File: src/rtl/counter_pkg.sv
// Shared definitions for the lab counter family (up counter and down-counter timer).
package counter_pkg;
   localparam int   CNT_WIDTH    = 4;
   localparam logic ST_IDLE      = 1'b0;
   localparam logic ST_RUN       = 1'b1;
   localparam logic MODE_ONESHOT = 1'b0;
   localparam logic MODE_RELOAD  = 1'b1;

   typedef enum logic {
      S_IDLE = ST_IDLE,
      S_RUN  = ST_RUN
   } state_e;
endpackage

File: src/rtl/down_counter_timer.sv
// Loadable down-counter/timer with terminal-count pulse, one-shot or auto-reload.
module down_counter_timer
   import counter_pkg::*;
#(
   parameter int WIDTH = CNT_WIDTH
) (
   input  logic             clk,
   input  logic             reset,
   input  logic             clear,
   input  logic             load,
   input  logic [WIDTH-1:0] load_val,
   input  logic             en,
   input  logic             mode,
   output logic [WIDTH-1:0] q,
   output logic             tc,
   output logic             busy
);

   localparam logic [WIDTH-1:0] ZERO = '0;
   localparam logic [WIDTH-1:0] ONE  = WIDTH'(1);

   state_e           state_q, state_d;
   logic [WIDTH-1:0] cnt_q, cnt_d;
   logic [WIDTH-1:0] rel_q, rel_d;
   logic             tc_q, tc_d;

   always_ff @(posedge clk or negedge reset) begin
      if (!reset) begin
         state_q <= S_IDLE;
         cnt_q   <= ZERO;
         rel_q   <= ZERO;
         tc_q    <= 1'b0;
      end else begin
         state_q <= state_d;
         cnt_q   <= cnt_d;
         rel_q   <= rel_d;
         tc_q    <= tc_d;
      end
   end

   // tc defaults low so it can only ever be a single-cycle pulse.
   always_comb begin
      state_d = state_q;
      cnt_d   = cnt_q;
      rel_d   = rel_q;
      tc_d    = 1'b0;
      if (clear) begin
         state_d = S_IDLE;
         cnt_d   = ZERO;
      end else if (load) begin
         rel_d   = load_val;
         cnt_d   = load_val;
         state_d = (load_val != ZERO) ? S_RUN : S_IDLE;
      end else if (state_q == S_RUN && en) begin
         if (cnt_q > ONE) begin
            cnt_d = cnt_q - ONE;
         end else if (cnt_q == ONE) begin
            // mode only matters here: it decides whether the count keeps running.
            cnt_d   = ZERO;
            tc_d    = 1'b1;
            state_d = (mode == MODE_RELOAD) ? S_RUN : S_IDLE;
         end else begin
            cnt_d = rel_q;
         end
      end
   end

   assign q    = cnt_q;
   assign tc   = tc_q;
   assign busy = (state_q == S_RUN);

endmodule

File: config.mk
export PLATFORM = sky130hd
export DESIGN_NAME = down_counter_timer
export DESIGN_NICKNAME = d
export VERILOG_FILES = /design/src/rtl/counter_pkg.sv /design/src/rtl/down_counter_timer.sv
export SDC_FILE = /design/constraint.sdc
export NUM_CORES = 1
export LEC_CHECK = 0
export CORE_AREA = 3 3 40 42
export DETAILED_ROUTE_END_ITERATION = 7
export DIE_AREA = 0 0 43 45
export PLACE_DENSITY = 0.76
export SYNTH_ARGS = -nofsm -noshare
export SYNTH_HDL_FRONTEND = slang
export SYNTH_SLANG_ARGS = --single-unit
File: constraint.sdc
create_clock -name clk -period 3.4 [get_ports clk]
set_input_delay 0.51 -clock clk [delete_from_list [all_inputs] [get_ports clk]]
set_output_delay 0.51 -clock clk [all_outputs]
set_load 0.005 [all_outputs]
==> impl_results.rst <==
.. list-table::
   :header-rows: 1

   * - Metric
     - Value
   * - Placer congestion estimate
     - 0.742
   * - # resized after CTS
     - 0
   * - Detail Route Antenna Nets
     - 0
   * - Portion of synthesized cell area occupied by the leading cell type
     - 41.3%
   * - Area leader, netlist
     - sky130_fd_sc_hd__dfrtp_1
   * - Clock root cell
     - sky130_fd_sc_hd__clkbuf_4
   * - Number of flops mapped to enable cells by yosys
     - 0
   * - Worst hold slack
     - between 500 and 600 ps
   * - Crit path from
     - q[3]
   * - Depth of the CTS H-tree
     - 1
   * - Fraction of power consumed by sequential logic
     - 44.5%
   * - Final setup skew
     - 4.98 ps
   * - Synthesized instance count
     - 64
   * - Via Count
     - 534
   * - Peak supply drop
     - between 0.2 and 0.25 mV
   * - Critical path, cell by cell
     - clkdlybuf4s50_1
   * - FF-to-FF path depth
     - 6
   * - CP max-delay cell
     - sky130_fd_sc_hd__clkdlybuf4s50_1
   * - Area growth from synthesis to layout
     - 31.6%
   * - Arrival time of data at the critical path endpoint
     - ~1200 ps
   * - Final WS setup
     - 1650 ps
   * - Net switching component of the power
     - 0.106 mW
   * - Routed Wire Length
     - 1270 µm
   * - Count of final max-slew check failures
     - 0
   * - Switching share of power
     - 30.7%
   * - Slowest stage delay, CP
     - 540 ps
   * - Top post-synthesis cells by area
     - sky130_fd_sc_hd__dfrtp_1 (41%), sky130_fd_sc_hd__mux2_2 (5.6%), sky130_fd_sc_hd__ha_1 (4.1%)
   * - Number of global-route vias before repair
     - around 540
   * - Gate family responsible for the most delay along the worst path
     - buffers and inverters
   * - Overflow left after global routing
     - 0
   * - Most frequently used flop master after synthesis
     - sky130_fd_sc_hd__dfrtp_1
   * - Diode insertion count for antenna repair
     - 0
   * - CTS Hold Bufs
     - 0
   * - Die Wd
     - 43 µm
   * - Final #Nets
     - 96
   * - Residual DRC count
     - 0
   * - Die height
     - 45 µm
   * - Most common cell in the netlist
     - sky130_fd_sc_hd__dfrtp_1
   * - Lkg Pwr
     - roughly 0.35 nW
   * - HPWL reported at the end of detailed placement
     - 1010 µm
   * - Bufs and invs on worst path
     - 1
   * - Worst hold start
     - rel_q[3]
   * - Combinational share of power
     - 32.7%
   * - Worst Hold Endpoint
     - rel_q[3]
   * - Num CTS Buffers
     - 3
   * - Initial cell density of the core
     - 47.1%
   * - Highest clock rate
     - 571 MHz
   * - Detailed-router iteration count before antenna repair
     - 4
   * - Power per cell area
     - 434 mW/mm²
   * - Post-route minimum period
     - 1750 ps
   * - Post-Place Setup Slack
     - 1430 ps
   * - Hold crit path type
     - reg2reg
   * - Number of synthesized register bits
     - 10
   * - Max Fanout on Critical Path
     - 7
   * - Category of the worst setup path capture point
     - output pin
   * - Number of buffer cells added on primary ports
     - 15
   * - Clock network fraction of design power
     - 22.9%
   * - Worst R2R Start
     - q[1]
   * - Die Area
     - 0.00194 mm²
   * - Global-route total usage across every layer
     - 15.6%
   * - Share of layout cells above drive strength 1
     - 17.1%
   * - Number of buffers inserted by post-CTS setup repair
     - 0
   * - Clock transition at the registers of the reported paths
     - around 60 ps
   * - TritonCTS clock tree
     - done
   * - Required time at the endpoint of the critical path
     - 2890 ps
   * - Internal power
     - 0.240 mW
   * - Leading post-synthesis cells by instance count
     - sky130_fd_sc_hd__dfrtp_1 (10), sky130_fd_sc_hd__inv_1 (6), sky130_fd_sc_hd__a21oi_1 (4), sky130_fd_sc_hd__nand2_1 (4), sky130_fd_sc_hd__nor2_1 (4)
   * - Max Cap Viol
     - 0
   * - Worst setup SP type
     - flip-flop
   * - Maximum number of pins on one net before global-route repair
     - 11
   * - Clock latency of the later-clocked register in the worst-skew pair
     - 260 ps
   * - Post-synthesis average cell area
     - 9.46 µm²
   * - Portion of the post-synthesis area used by sequential elements
     - 41.3%
   * - Worst Path Class, Setup
     - reg2out
   * - Std-Cell Rows
     - 13
   * - Setup total negative slack
     - 0 ps
   * - Cells on Worst Hold Path
     - 1
   * - Vias per cell
     - 5.51
   * - Net count of the mapped netlist
     - 76
   * - Final number of hold-violating endpoints
     - 0
   * - Period utilization
     - approximately half
   * - RSZ-0062 raised after global routing
     - no
   * - Bufs on Longest Clock Path
     - 2
   * - Share of flip-flops with an asynchronous set or reset
     - 100%
   * - Tightest Pin Transition
     - 463 ps
   * - Post-DR wirelength/cell
     - 13.1 µm
   * - I/O Pins
     - 16
   * - Num Clock Sinks
     - 10
   * - Drt first-iter violations
     - 6
   * - Total setup violations reported at the end of the flow
     - 0
   * - Number of antenna violations at the first check in global routing
     - 0
   * - Result of the run
     - finished clean
   * - Total standard cell area after synthesis
     - approximately 610 µm²
   * - Core Box Area
     - 0.00128 mm²
   * - Relative slew slack
     - 69.0%
   * - Setup slack of the worst register-to-register path
     - 1770 ps
   * - Number of warning messages in the yosys log
     - 0
   * - Netlist cell types
     - 29
   * - First-pass GRT wire length
     - 2210 µm
   * - Worst flop-to-flop path endpoint
     - busy
worst max path at each step:
stage,slack [ps],endpoint,cells past startpoint
after floorplan,1860,busy,6
after global placement,1450,busy,5
after detailed placement,1430,busy,5
after CTS,1640,q[3],1
after global routing,1610,q[3],1
final,1650,q[3],1
placed cells by master (no fill, tap or decap), types with 3 or more instances in the layout:
master / n
sky130_fd_sc_hd__o21ai_1: 3
sky130_fd_sc_hd__dfrtp_1: 10
sky130_fd_sc_hd__clkbuf_4: 3
sky130_fd_sc_hd__nor2_1: 4
sky130_fd_sc_hd__nand2_1: 4
sky130_fd_sc_hd__mux2_2: 3
sky130_fd_sc_hd__clkdlybuf4s50_1: 15
sky130_fd_sc_hd__a21oi_1: 4
sky130_fd_sc_hd__inv_1: 6
logic make-up (layout without fill, tap and decap cells):
| family | after synthesis | in the layout | share of synthesized area, % |
|---|---|---|---|
| fa+ha+maj | 2 | 2 | 4.13 |
| buf+inv | 6 | 24 | 3.72 |
| mux | 4 | 4 | 8.06 |
| compound gates | 14 | 14 | 14.5 |
| simple gates | 28 | 28 | 28.3 |
| flops | 10 | 10 | 41.3 |
cell type report:
type | instances | area [µm²]
Tap cell | 15 | 18.8
Multi-Input combinational cell | 48 | 333
Sequential cell | 10 | 250
Inverter | 6 | 22.5
Fill cell | 118 | 488
Timing Repair Buffer | 15 | 150
Clock buffer | 3 | 22.5
sequential cells by signal (all words and copies together), names as in the netlist:
signal and cells:
busy 1, q 4, rel_q 4, tc 1
per-stage QoR:
stage / std cells / instance area (µm²) / util (%) / total power [mW]
global route: 97 / 797 / 62.0 / 0.369
finish: 97 / 797 / 62.0 / 0.346
detailed placement: 94 / 774 / 60.3 / 0.270
global placement: 94 / 774 / 60.3 / 0.267
floorplan: 64 / 606 / - / 0.218
CTS: 97 / 797 / 62.0 / 0.346
power groups by stage:
stage,registers [mW],logic [mW],clock network (mW)
final,0.154,0.113,0.0791
after global routing,0.156,0.128,0.0859
after CTS,0.154,0.114,0.0780
after detailed placement,0.156,0.114,0
after global placement,0.156,0.111,0
after floorplan,0.152,0.0657,0
metal layers:
metal	vias up	part of all wire [%]	global-route usage (%)
li1	263	-	-
met1	242	42	19.2
met2	27	47	25.1
met3	2	9.1	3.59
met4	0	1.7	9.04
met5	-	0	0
Power figures use the tool's default switching activity.
